<file path="config.mk">
export PLATFORM = sky130hd
export DESIGN_NAME = switch_input_ctrl
export DESIGN_NICKNAME = d
export VERILOG_FILES = /design/src/rtl/switch_input_pkg.sv /design/src/rtl/switch_debouncer.sv /design/src/rtl/switch_input_ctrl.sv
export SDC_FILE = /design/constraint.sdc
export NUM_CORES = 1
export LEC_CHECK = 0
export CAP_MARGIN = 0
export CORE_UTILIZATION = 56
export DETAILED_ROUTE_END_ITERATION = 6
export PLACE_DENSITY = 0.77
export SLEW_MARGIN = 0
export SYNTH_ARGS = -nofsm -noshare
export SYNTH_HDL_FRONTEND = slang
export SYNTH_HIERARCHICAL = 1
export SYNTH_SLANG_ARGS = --single-unit
</file>
<file path="constraint.sdc">
create_clock -name clock -period 9.85 [get_ports clock]
set_input_delay 1.97 -clock clock [delete_from_list [all_inputs] [get_ports clock]]
set_output_delay 1.97 -clock clock [all_outputs]
set_load 0.1 [all_outputs]
</file>
<file path="src/rtl/switch_input_pkg.sv">
`default_nettype none
// ============================================================================
// Module      : switch_input_pkg
// Description : Shared constants for the switch input controller: register
//               byte offsets inside the I/O block and the CPU data width.
// Revision    : 1.0 - initial release
// ============================================================================
package switch_input_pkg;

    // CPU data path width
    localparam int SWI_DW = 16;

    // Register byte offsets (16-bit halves)
    localparam logic [3:0] SWI_DATA_LO = 4'h0;
    localparam logic [3:0] SWI_DATA_HI = 4'h2;
    localparam logic [3:0] SWI_CHG_LO  = 4'h4;
    localparam logic [3:0] SWI_CHG_HI  = 4'h6;
    localparam logic [3:0] SWI_IEN_LO  = 4'h8;
    localparam logic [3:0] SWI_IEN_HI  = 4'hA;

endpackage
`default_nettype wire

</file>
<file path="src/rtl/switch_debouncer.sv">
`default_nettype none
// ============================================================================
// Module      : switch_debouncer
// Description : Two-flop synchroniser, sample prescaler and per-bit history
//               debouncer for a bank of raw switch inputs.
// Ports       : clock_i/reset_i   - clock, asynchronous active-high reset
//               raw_i             - raw asynchronous switch levels
//               deb_o             - debounced switch vector
//               rise_o / fall_o   - one-cycle pulse per bit on an accepted
//                                   debounced transition (after init only)
//               init_done_o       - first full-history load has happened
// Revision    : 1.0 - initial release
// ============================================================================
module switch_debouncer #(
    parameter int SW_WIDTH       = 24,
    parameter int SAMPLE_DIV     = 50000,
    parameter int STABLE_SAMPLES = 3
) (
    input  logic                clock_i,
    input  logic                reset_i,
    input  logic [SW_WIDTH-1:0] raw_i,
    output logic [SW_WIDTH-1:0] deb_o,
    output logic [SW_WIDTH-1:0] rise_o,
    output logic [SW_WIDTH-1:0] fall_o,
    output logic                init_done_o
);

    localparam int CNT_W  = (SAMPLE_DIV > 1) ? $clog2(SAMPLE_DIV) : 1;
    localparam int FILL_W = $clog2(STABLE_SAMPLES + 1);

    logic [SW_WIDTH-1:0] sync1_q;
    logic [SW_WIDTH-1:0] sync2_q;
    logic [CNT_W-1:0]    cnt_q, cnt_d;
    logic                sample_tick;
    logic [FILL_W-1:0]   fill_q, fill_d;
    logic                init_q, init_d;
    logic                load;
    logic [SW_WIDTH-1:0] deb_q, deb_d;
    logic [SW_WIDTH-1:0] rise, fall;

    // Only STABLE_SAMPLES-1 past samples are stored; the incoming synchronised
    // sample completes the window, so the decision lands on the same tick.
    logic [SW_WIDTH-1:0][STABLE_SAMPLES-2:0] hist_q, hist_d;

    assign sample_tick = (cnt_q == CNT_W'(SAMPLE_DIV - 1));
    assign cnt_d       = sample_tick ? '0 : cnt_q + CNT_W'(1);

    // The window becomes full on the STABLE_SAMPLES-th tick after reset.
    assign load   = sample_tick && !init_q && (fill_q == FILL_W'(STABLE_SAMPLES - 1));
    assign init_d = init_q | load;
    assign fill_d = (sample_tick && !init_q) ? fill_q + FILL_W'(1) : fill_q;

    for (genvar i = 0; i < SW_WIDTH; i++) begin : g_bit
        logic [STABLE_SAMPLES-1:0] win;
        assign win       = {hist_q[i], sync2_q[i]};
        assign hist_d[i] = sample_tick ? win[STABLE_SAMPLES-2:0] : hist_q[i];
        assign rise[i]   = sample_tick && init_q && (&win)  && !deb_q[i];
        assign fall[i]   = sample_tick && init_q && !(|win) &&  deb_q[i];
    end

    assign deb_d = load ? sync2_q : ((deb_q | rise) & ~fall);

    always_ff @(posedge clock_i or posedge reset_i) begin
        if (reset_i) begin
            sync1_q <= '0;
            sync2_q <= '0;
            cnt_q   <= '0;
            fill_q  <= '0;
            init_q  <= 1'b0;
            deb_q   <= '0;
            hist_q  <= '0;
        end else begin
            sync1_q <= raw_i;
            sync2_q <= sync1_q;
            cnt_q   <= cnt_d;
            fill_q  <= fill_d;
            init_q  <= init_d;
            deb_q   <= deb_d;
            hist_q  <= hist_d;
        end
    end

    assign deb_o       = deb_q;
    assign rise_o      = rise;
    assign fall_o      = fall;
    assign init_done_o = init_q;

endmodule
`default_nettype wire

</file>
<file path="src/rtl/switch_input_ctrl.sv">
`default_nettype none
// ============================================================================
// Module      : switch_input_ctrl
// Description : Memory-mapped switch input controller. Debounced switch data,
//               sticky W1C change flags, interrupt enable mask and a
//               registered level interrupt request.
// Ports       : clock/reset       - clock, asynchronous active-high reset
//               Select            - I/O chip select
//               Read_enable       - CPU read strobe
//               Write_enable      - CPU write strobe
//               Address           - byte offset within the block
//               Write_data_in     - CPU write data
//               Read_data_in      - raw switch levels
//               Read_data_out     - registered read data (1-cycle latency)
//               irq               - |(chg & ien), registered
// Revision    : 1.0 - initial release
// ============================================================================
module switch_input_ctrl
    import switch_input_pkg::*;
#(
    parameter int SW_WIDTH       = 24,
    parameter int SAMPLE_DIV     = 50000,
    parameter int STABLE_SAMPLES = 3
) (
    input  logic                clock,
    input  logic                reset,
    input  logic                Select,
    input  logic                Read_enable,
    input  logic                Write_enable,
    input  logic [3:0]          Address,
    input  logic [SWI_DW-1:0]   Write_data_in,
    input  logic [SW_WIDTH-1:0] Read_data_in,
    output logic [SWI_DW-1:0]   Read_data_out,
    output logic                irq
);

    logic [SW_WIDTH-1:0] deb;
    logic [SW_WIDTH-1:0] rise, fall;
    logic                init_done;

    logic [SW_WIDTH-1:0] chg_q, chg_d;
    logic [SW_WIDTH-1:0] ien_q, ien_d;
    logic [SWI_DW-1:0]   rdata_q, rdata_d;
    logic                irq_q, irq_d;

    logic                wr;
    logic [SW_WIDTH-1:0] chg_clr;
    logic [SW_WIDTH-1:0] ien_wr;
    logic [SW_WIDTH-1:0] ien_val;
    logic [SW_WIDTH-1:0] chg_set;

    logic [31:0] data_ext, chg_ext, ien_ext;

    switch_debouncer #(
        .SW_WIDTH       (SW_WIDTH),
        .SAMPLE_DIV     (SAMPLE_DIV),
        .STABLE_SAMPLES (STABLE_SAMPLES)
    ) u_deb (
        .clock_i     (clock),
        .reset_i     (reset),
        .raw_i       (Read_data_in),
        .deb_o       (deb),
        .rise_o      (rise),
        .fall_o      (fall),
        .init_done_o (init_done)
    );

    assign wr = Select && Write_enable;

    // Per-bit write decode: bits 0..15 live in the low half-register,
    // bits 16..31 in the high one.
    for (genvar i = 0; i < SW_WIDTH; i++) begin : g_wr
        localparam logic [3:0] C_CHG_OFS = (i < 16) ? SWI_CHG_LO : SWI_CHG_HI;
        localparam logic [3:0] C_IEN_OFS = (i < 16) ? SWI_IEN_LO : SWI_IEN_HI;
        assign chg_clr[i] = wr && (Address == C_CHG_OFS) && Write_data_in[i % 16];
        assign ien_wr[i]  = wr && (Address == C_IEN_OFS);
        assign ien_val[i] = Write_data_in[i % 16];
    end

    // A transition arriving in the same cycle as a clear keeps the flag set.
    assign chg_set = (rise | fall) & {SW_WIDTH{init_done}};
    assign chg_d   = (chg_q & ~chg_clr) | chg_set;
    assign ien_d   = (ien_q & ~ien_wr) | (ien_val & ien_wr);
    assign irq_d   = |(chg_q & ien_q);

    assign data_ext = 32'(deb);
    assign chg_ext  = 32'(chg_q);
    assign ien_ext  = 32'(ien_q);

    // Read mux uses pre-write state, so a simultaneous write is not visible.
    always_comb begin
        rdata_d = '0;
        if (Select && Read_enable) begin
            case (Address)
                SWI_DATA_LO: rdata_d = data_ext[15:0];
                SWI_DATA_HI: rdata_d = data_ext[31:16];
                SWI_CHG_LO:  rdata_d = chg_ext[15:0];
                SWI_CHG_HI:  rdata_d = chg_ext[31:16];
                SWI_IEN_LO:  rdata_d = ien_ext[15:0];
                SWI_IEN_HI:  rdata_d = ien_ext[31:16];
                default:     rdata_d = '0;
            endcase
        end
    end

    always_ff @(posedge clock or posedge reset) begin
        if (reset) begin
            chg_q   <= '0;
            ien_q   <= '0;
            rdata_q <= '0;
            irq_q   <= 1'b0;
        end else begin
            chg_q   <= chg_d;
            ien_q   <= ien_d;
            rdata_q <= rdata_d;
            irq_q   <= irq_d;
        end
    end

    assign Read_data_out = rdata_q;
    assign irq           = irq_q;

endmodule
`default_nettype wire
</file>
==> impl_results.md, run 1 <==
* Final hold violations at 0
* Final Skew at 16.7 ps
* Maximum clock path buffer count at 3
* Sw Ratio at 0.230
* Vias in the first global route at 6733
* Final worst path period need at 4550 ps
* Routed length per instance at 17.1 um
* Placed insts at 1166
* PD cells at 175 nW/um^2
* P_sw at 0.430 mW
* Critical Path RT at 10230 ps
* Avg Vias per Cell at 5.86
* VDD IR max at 0.000136 V
* Final Slew Violations at 0
* Clk pwr share at 0.431
* Status: complete, no violations
* Core area at 16000 sq um
* Worst min-delay path class: reg -> reg
* Cells after Synth at 925
* Largest net degree at the start of global routing at 78
* GRT Total Usage at 0.254
* Area contributors post-synth: dfrtp_1 55%, nand2_1 8.1%, o21ai_0 4.0%
* Number of clock sinks at 204
* Worst Tran Pin Value at 994 ps
* Synth warnings at 6
* HPWL after DPL at 13.0 mm
* Routed vias at 7062
* Post-CTS setup buffer count at 0
* Port-buffer cells at 65
* Max Cap Viol at 0
* Drt total wl at 20.7 mm
* Cell Area, Synth at 9240 sq um
* Tcrit/Tclk final at 0.462
* Area share of the largest cell type after synthesis at 0.553
* Die Footprint at 17000 sq um
* Layout cells sized above 1 at 0.112
* Top cell type by total area after synthesis: dfrtp_1
* Die Width at 130 um
* CTS buffer count at 22
* Crit start category: input port
* # hold bufs at CTS at 0
* Initial antenna violation count at 0
* R2R setup slack at 6330 ps
* TritonRoute pass-1 iters at 5
* Async SR Flop Fraction at 1.00
* Leak at 4.71 nW
* Syn Nets at 976
* Seq/Total Area, Yosys at 0.553
* Final nets at 1025
* Sequential Power Share at 0.500
* Kind of critical path: in -> reg
* Die height at 130 um
* Root buf cell: clkbuf_16
* H-tree levels at 1
* Row count at 46
* Hold WS at 335 ps
* Yosys reg bits at 204
* Post-synth EDFFs at 0
* Initial detailed-routing violation count at 800
* ANT cells at 0
* Final GP Congestion at 0.907
* Resized cells post-CTS at 0
* Grt ovf at 0
* CP Capture Type: flop
* Synthesized area per cell at 9.99 sq um
* Internal at 1.44 mW
* Area growth from synthesis to layout at 15.8%
* Worst Hold Depth at 0
* Final setup viols at 0
* Synth Flop Type: dfrtp_1
* RSZ-0062 raised after global routing: no
* Fmax achieved at 220 MHz
* Global-route wire length before repair at 34.0 mm
* Reg2Reg Depth at 8
* CTS tree: done
* Yosys cell types at 55
* Max-slew headroom at 0.335
* Worst-path fanout max at 16
* Arr. time, crit path at 4930 ps
* Final ANT Viol Nets at 0
* DRC at 0
* Later-pin clock latency in the skew report at 500 ps
* I/O pin cnt at 66
* Combinational group share of total power at 0.070
* Setup TNS at 0 ps
* Fin cells at 1205
* Clock transition at the registers of the reported paths at 60 ps
* Initial Util at 0.577
==> cell families after synthesis <==
family                   after synthesis  share of synthesized area
buffers and inverters                 65                     0.0347
multiplexers                          32                     0.0447
AND/OR/NAND/NOR                      440                      0.234
AO/OA/AOI/OAI                        170                      0.119
XOR/XNOR                              12                     0.0114
adder cells (fa/ha/maj)                2                    0.00271
flip-flops                           204                      0.553
==> cell usage in the layout (no fill, tap or decap), types with 8 or more instances in the layout <==
cell and instances:
a222oi_1 16, dfrtp_1 203, nor2_1 74, a21oi_1 28, clkdlybuf4s50_1 65, clkbuf_8 8
nor4_1 22, a22oi_1 10, a31o_2 24, nand4_1 10, mux2_4 11, a22o_1 8
clkbuf_16 23, nand4b_1 25, o21ai_0 73, nand2b_1 22, mux2_2 17, nand2_1 200
inv_1 17, nand3_1 52
==> layout make-up <==
class                      instances  area (sq um)
fill                            1272          5300
sequential                       204          5110
multi-input combinational        656          3820
timing repair buffer              71           696
clock buffer                      33           693
tap                              216           270
inverter                          19          76.3
clock inverter                     6          36.3
==> worst max-delay path, cell delays in order <==
cell and delay (ps):
clkdlybuf4s50_1 780, nor2b_2 270, nor3b_4 580, and3_1 890, mux2_2 420
==> metal layers <==
layer / vias to the layer above / track usage / part of all wire
met5: - / 0 / 0
met4: 0 / 0.0710 / 0.026
met3: 40 / 0.0346 / 0.055
met2: 235 / 0.405 / 0.45
met1: 3428 / 0.366 / 0.47
li1: 3359 / - / -
==> path summary, 6_finish.rpt <==
kind / start / endpoint
max: Address[3] / flop
min in group asynchronous: reset / u_deb/g_bit[1].win[1]
max reg2reg: u_deb/cnt_q[0] / chg_q[17]
min: u_deb/sync1_q[20] / u_deb/sync2_q[20]
min reg2reg: u_deb/sync1_q[20] / u_deb/sync2_q[20]
max in group asynchronous: reset / u_deb/init_done_o
==> stage by stage <==
| stage | setup WS [ps] | util | instance area [sq um] | power [mW] |
|---|---|---|---|---|
| 2_1_floorplan | 4160 | - | 9240 | 1.01 |
| 3_3_place_gp | 4890 | 0.623 | 9970 | 1.07 |
| 3_5_place_dp | 4840 | 0.623 | 9970 | 1.08 |
| 4_1_cts | 5330 | 0.669 | 10700 | 1.88 |
| 5_1_grt | 5200 | 0.669 | 10700 | 1.93 |
| 6_report | 5300 | 0.669 | 10700 | 1.87 |
==> cells in the mapped netlist, types with 3 or more instances <==
cell type	count
inv_1	19
mux2_4	11
mux2i_1	3
nor2b_1	5
and3_1	6
nor2_1	74
and4_1	7
buf_2	12
a31o_2	24
o21ai_0	73
a21oi_1	28
nand3_1	52
mux2_2	17
nand4_1	10
a22o_1	8
xor2_1	6
dfrtp_1	204
xnor2_1	6
clkbuf_1	24
nand4b_1	25
nand2b_1	22
a22oi_1	10
buf_6	5
nor4_1	22
nand2_1	200
a222oi_1	16
==> power by group through the flow <==
stage,clock [mW],combinational (mW),sequential (mW)
finish,0.805,0.130,0.934
global route,0.853,0.141,0.937
CTS,0.821,0.130,0.931
detailed placement,0,0.130,0.946
global placement,0,0.126,0.944
floorplan,0,0.0815,0.933
Note: power is estimated with default switching activity, not from simulation.
==> run 2, diff against run 1 <==
- CORE_UTILIZATION: 56 -> 53
- PLACE_DENSITY: 0.77 -> 0.76
- clock period: 9.85 -> 3.9 ns (I/O delays scaled with it)
==> run 2 against run 1 <==
Via count increased by 1.8%; routed wire length grew 3.5%; clock power grew to 2.6 times the previous value; largest power group unchanged; clock-buffer cell count fell by 2; core utilization shrank 2.6 points; non-clock buffer count rose by 9.
==> impl_results.md, run 2 (synthesis results as in run 1) <==
* Worst Tran Pin Value at 981 ps (-12.6 ps)
* Root buf cell: clkbuf_16
* VDD IR max at 0.000439 V (+220%)
* Worst min-delay path class: reg -> reg
* GRT Total Usage at 0.246 (-0.00744)
* Final worst path period need at 2740 ps
* Final setup viols at 0 (unchanged)
* Reg2Reg Depth at 7 (-1)
* Grt ovf at 0 (unchanged)
* Fmax achieved at 365 MHz
* Worst-path fanout max at 48 (+32)
* Commonest non-fill, non-tap cell in the layout: dfrtp_1
* PD cells at 443 nW/um^2 (+150%)
* Vias in the first global route at 6744 (+0.16%)
* Min-delay src: u_deb/sync1_q[9]
* Final ANT Viol Nets at 0 (unchanged)
* Avg Vias per Cell at 5.89 (+0.59%)
* I/O pin cnt at 66 (unchanged)
* CP Capture Type: flop
* Resized cells post-CTS at 0 (unchanged)
* Critical Path RT at 4270 ps (-5960 ps)
* Fillers at 1377 (+8.3%)
* Max-slew headroom at 0.344 (+0.00840)
* Global-route wire length before repair at 35.4 mm (+4.0%)
* DRC at 0 (unchanged)
* Die Footprint at 18000 sq um (+5.6%)
* TritonRoute pass-1 iters at 6 (+1)
* Drt total wl at 21.4 mm (+3.5%)
* Routed vias at 7186 (+1.8%)
* Status: complete, no violations
* Die height at 134 um (+2.7%)
* RSZ-0062 raised after global routing: no
* Arr. time, crit path at 3110 ps (-1820 ps)
* Tcrit/Tclk final at 0.703
* # hold bufs at CTS at 0 (unchanged)
* Number of clock sinks at 204 (unchanged)
* Final nets at 1035 (+0.98%)
* Setup slack after layout at 1160 ps (-4140 ps)
* Row count at 47 (+2.2%)
* Maximum clock path buffer count at 3 (unchanged)
* HPWL after DPL at 14.2 mm (+8.9%)
* Max Cap Viol at 0 (unchanged)
* Later-pin clock latency in the skew report at 510 ps (about the same)
* ANT cells at 0 (unchanged)
* Initial antenna violation count at 0 (unchanged)
* Kind of critical path: reg -> reg
* CTS buffer count at 23 (+4.5%)
* Layout cells sized above 1 at 0.118 (+0.00588)
* Worst r2r src: u_deb/cnt_q[0]
* Setup TNS at 0 ps (unchanged)
* Final Skew at 19.7 ps (+3.06 ps)
* Final hold violations at 0 (unchanged)
* Post-Place Setup Slack at 856 ps (-3980 ps)
* Die Width at 134 um (+2.7%)
* Initial Util at 0.549 (-0.0281)
* Final Slew Violations at 0 (unchanged)
* Final GP Congestion at 0.925 (+1.9%)
* Port-buffer cells at 65 (unchanged)
* Initial detailed-routing violation count at 618 (-23%)
* Leak at 4.76 nW (+1.1%)
* Area growth from synthesis to layout at 17.1%
* Largest net degree at the start of global routing at 75 (-3.8%)
* Post-CTS setup buffer count at 0 (unchanged)
* H-tree levels at 1 (unchanged)
* Commonest non-fill, non-tap cells in the layout: 203 x dfrtp_1, 200 x nand2_1, 74 x nor2_1, 73 x o21ai_0, 65 x clkdlybuf4s50_1
* Clock transition at the registers of the reported paths at 60 ps (about the same)
* R2R setup slack at 1160 ps (-5170 ps)
* Hold Path Sink: u_deb/sync2_q[9]
* Worst Hold Depth at 0 (unchanged)
* Reg2reg end: chg_q[13]
* Core area at 16800 sq um (+5.1%)
* Routed length per instance at 17.5 um (+2.3%)
* Crit start category: flop
* CTS tree: done
## run 2: cell count changes in the layout (fill, tap and decap cells not counted), moves of 2 or more
cell       before  now
buf_4           6   12
buf_12          0    3
clkbuf_8        8    3
clkbuf_1        2    5
bufinv_16       0    2
## run 2: cell type report
cell class	count	area, sq um	area share
Multi-Input combinational cell	656	3820	0.353
Sequential cell	204	5110	0.472
Inverter	19	75.1	0.00694
Tap cell	220	275	0.0255
Timing Repair Buffer	80	801	0.0740
Clock buffer	31	636	0.0588
Clock inverter	9	101	0.00937
## run 2: critical path, stage by stage (launching register included)
cell,delay [ps]
dfrtp_1,450
ha_1,300
and3_1,260
and4_2,260
nand2_2,710
nor4_1,90
o21ai_0,420
nand2_1,100
## run 2: routing by layer
metal  share of wire  routed length (um)  GRT usage
met2            0.46                9840      0.381
met4           0.026                 556     0.0768
met5               0                   0          0
met3           0.061                1310     0.0329
met1            0.45                9690      0.361
## run 2: report_power, final
group	leakage (nW)	total (mW)	switching [mW]	internal (mW)
logic	1.79	0.338	0.165	0.173
registers	2.61	2.36	0.116	2.24
clock network	0.363	2.10	0.829	1.27
## run 2: worst max path at each step
stage | from | to | slack (ps) | cells past startpoint
global route | u_deb/cnt_q[0] | chg_q[15] | 910 | 7
detailed placement | Address[0] | chg_q[14] | 860 | 6
CTS | Read_data_out[10] | Read_data_out[10] | 1150 | 1
finish | u_deb/cnt_q[0] | chg_q[13] | 1160 | 7
floorplan | reset | u_deb/cnt_q[0] | 1380 | 1
global placement | Address[0] | chg_q[13] | 930 | 6
## run 2: per-stage QoR
step / util / std cells / power [mW] / instance area (sq um) / hold WS [ps]
after floorplan: - / 925 / 2.56 / 9240 / 331
after global placement: 0.599 / 1179 / 2.72 / 10100 / 333
after detailed placement: 0.599 / 1179 / 2.73 / 10100 / 335
after CTS: 0.643 / 1219 / 4.83 / 10800 / 342
after global routing: 0.643 / 1219 / 4.97 / 10800 / 349
final: 0.643 / 1219 / 4.80 / 10800 / 333
==> run 3, diff against run 2 <==
- clock period: 3.9 -> 2.4 ns (I/O delays scaled with it)
==> run 3 against run 2 <==
Register-to-register slack got worse by 860 ps; first-iteration DRC count increased by 2.9%; clock-buffer cell count decreased by 3; power increased by 57%; critical path type unchanged; critical endpoint is now chg_q[15]; highest routed layer unchanged.
==> impl_results.md, run 3 (synthesis results as in run 1) <==
* Status: complete, no violations
* Final ANT Viol Nets at 0 (unchanged)
* Root buf cell: clkbuf_16
* CP cell instances: ha_1, and3_1, and4_2, nand2_2, buf_4, nor4_1, o21ai_0, nand2_1
* Final Skew at 9.86 ps (-9.88 ps)
* Tcrit/Tclk final at 0.873 (+0.171)
* Avg Vias per Cell at 5.81 (-1.5%)
* Final GP Congestion at 0.871 (-5.8%)
* Worst Tran Pin Value at 497 ps (-484 ps)
* CTS tree: done
* Commonest non-fill, non-tap cell in the layout: dfrtp_1
* Area growth from synthesis to layout at 18.1%
* Clock transition at the registers of the reported paths at 60 ps (about the same)
* Clk pwr share at 0.416 (-0.022)
* Worst-path fanout max at 14 (-71%)
* Routed vias at 7159 (-0.38%)
* TritonRoute pass-1 iters at 6 (unchanged)
* R2R setup slack at 300 ps (-860 ps)
* Final nets at 1054 (+1.8%)
* DRC at 0 (unchanged)
* Post-CTS setup buffer count at 0 (unchanged)
* Routed length per instance at 17.0 um (-3.4%)
* Core Util, Final at 0.649 (+0.00573)
* Grt ovf at 0 (unchanged)
* Hold WS at 343 ps (+10.2 ps)
* I/O pin cnt at 66 (unchanged)
* Layout cells sized above 1 at 0.149 (+0.0309)
* Max-slew headroom at 0.668 (+0.324)
* Final Slew Violations at 0 (unchanged)
* Combinational group share of total power at 0.075 (+0.004)
* Initial Util at 0.549 (unchanged)
* Post-Place Setup Slack at 120 ps (-736 ps)
* PD cells at 688 nW/um^2 (+55%)
* Resized cells post-CTS at 0 (unchanged)
* Vias in the first global route at 6690 (-0.80%)
* Hold Path Sink: u_deb/sync2_q[8]
* Later-pin clock latency in the skew report at 500 ps (about the same)
* Die Width at 134 um (unchanged)
* Max Cap Viol at 0 (unchanged)
* # hold bufs at CTS at 0 (unchanged)
* Maximum clock path buffer count at 3 (unchanged)
* P_sw at 1.78 mW (+60%)
* Port-buffer cells at 65 (unchanged)
* Initial antenna violation count at 0 (unchanged)
* CP Capture Type: flop
* Min-delay src: u_deb/sync1_q[8]
* Die height at 134 um (unchanged)
* Crit start category: flop
* Final setup viols at 0 (unchanged)
* Critical Path RT at 2770 ps (-1500 ps)
* HPWL after DPL at 14.3 mm (+0.52%)
* Largest net degree at the start of global routing at 73 (-2.7%)
* Arr. time, crit path at 2470 ps (-640 ps)
* Sequential Power Share at 0.509 (+0.018)
* Internal at 5.73 mW (+55%)
* Setup slack after layout at 304 ps (-856 ps)
* Final worst path period need at 2100 ps (-644 ps)
* Kind of critical path: reg -> reg
* Die Footprint at 18000 sq um (unchanged)
* Global-route wire length before repair at 34.5 mm (-2.4%)
* Row count at 47 (unchanged)
* H-tree levels at 1 (unchanged)
* Fmax achieved at 477 MHz (+31%)
* RSZ-0062 raised after global routing: no
* Final hold violations at 0 (unchanged)
* VDD IR max at 0.000572 V (+30%)
* Delay of the slowest critical-path stage at 420 ps (-290 ps)
* Setup TNS at 0 ps (unchanged)
* Leak at 4.87 nW (+2.3%)
* Commonest non-fill, non-tap cells in the layout: 203 x dfrtp_1, 200 x nand2_1, 74 x nor2_1, 73 x o21ai_0, 52 x nand3_1
* Number of clock sinks at 204 (unchanged)
* Sw Ratio at 0.237 (+0.00560)
* Initial detailed-routing violation count at 636 (+2.9%)
* ANT cells at 0 (unchanged)
* Drt total wl at 20.9 mm (-2.3%)
* Reg2Reg Depth at 8 (+1)
* Worst min-delay path class: reg -> reg
* Worst Hold Depth at 0 (unchanged)
* Reg2reg end: chg_q[15]
* Critical path's slowest cell: dfrtp_1
* Worst r2r src: u_deb/cnt_q[1]
* CTS buffer count at 23 (unchanged)
* Core area at 16800 sq um (unchanged)
* GRT Total Usage at 0.240 (-0.00570)
==> run 3: per-stage QoR <==
stage          instances  power [mW]  cell area [sq um]
3_3_place_gp        1198        4.42              10300
5_1_grt             1233        7.77              10900
6_report            1233        7.51              10900
3_5_place_dp        1198        4.44              10300
2_1_floorplan        925        4.16               9240
4_1_cts             1233        7.57              10900
==> run 3: cell type report <==
cell class                      count  area, sq um
Clock buffer                       28          614
Fill cell                        1336         5910
Tap cell                          220          275
Clock inverter                      7         43.8
Multi-Input combinational cell    656         3820
Inverter                           19         75.1
Timing Repair Buffer               99          976
Sequential cell                   204         5110
==> run 3: worst max-delay path by stage <==
stage | to | slack [ps] | cells after the start | start
finish | chg_q[15] | 300 | 8 | u_deb/cnt_q[1]
global placement | flop | 180 | 5 | Address[1]
floorplan | u_deb/cnt_q[0] | 180 | 1 | reset
detailed placement | chg_q[18] | 120 | 6 | Address[2]
CTS | chg_q[15] | 350 | 8 | u_deb/cnt_q[1]
global route | chg_q[15] | 190 | 8 | u_deb/cnt_q[1]
==> run 3: per-layer routing <==
metal / global-route usage / share of wire / vias up
li1: - / - / 3415
met1: 0.362 / 0.47 / 3499
met2: 0.367 / 0.45 / 212
met3: 0.0325 / 0.051 / 33
met4: 0.0649 / 0.024 / 0
met5: 0 / 0 / -
==> run 3: critical path, delay by kind of cell, from the launching register on <==
| kind | cells | cell delay [ps] |
|---|---|---|
| AOI/OAI and AO/OA | 1 | 380 |
| adders and majority gates | 1 | 220 |
| buffers and inverters | 1 | 210 |
| DFF | 1 | 420 |
| and+or+nand+nor | 5 | 730 |
==> run 3: power by group through the flow <==
stage          sequential (mW)  clock (mW)  combinational (mW)
6_report                  3.82        3.13               0.561
5_1_grt                   3.84        3.31               0.618
4_1_cts                   3.82        3.19               0.567
3_5_place_dp              3.88           0               0.566
3_3_place_gp              3.88           0               0.547
2_1_floorplan             3.83           0               0.335
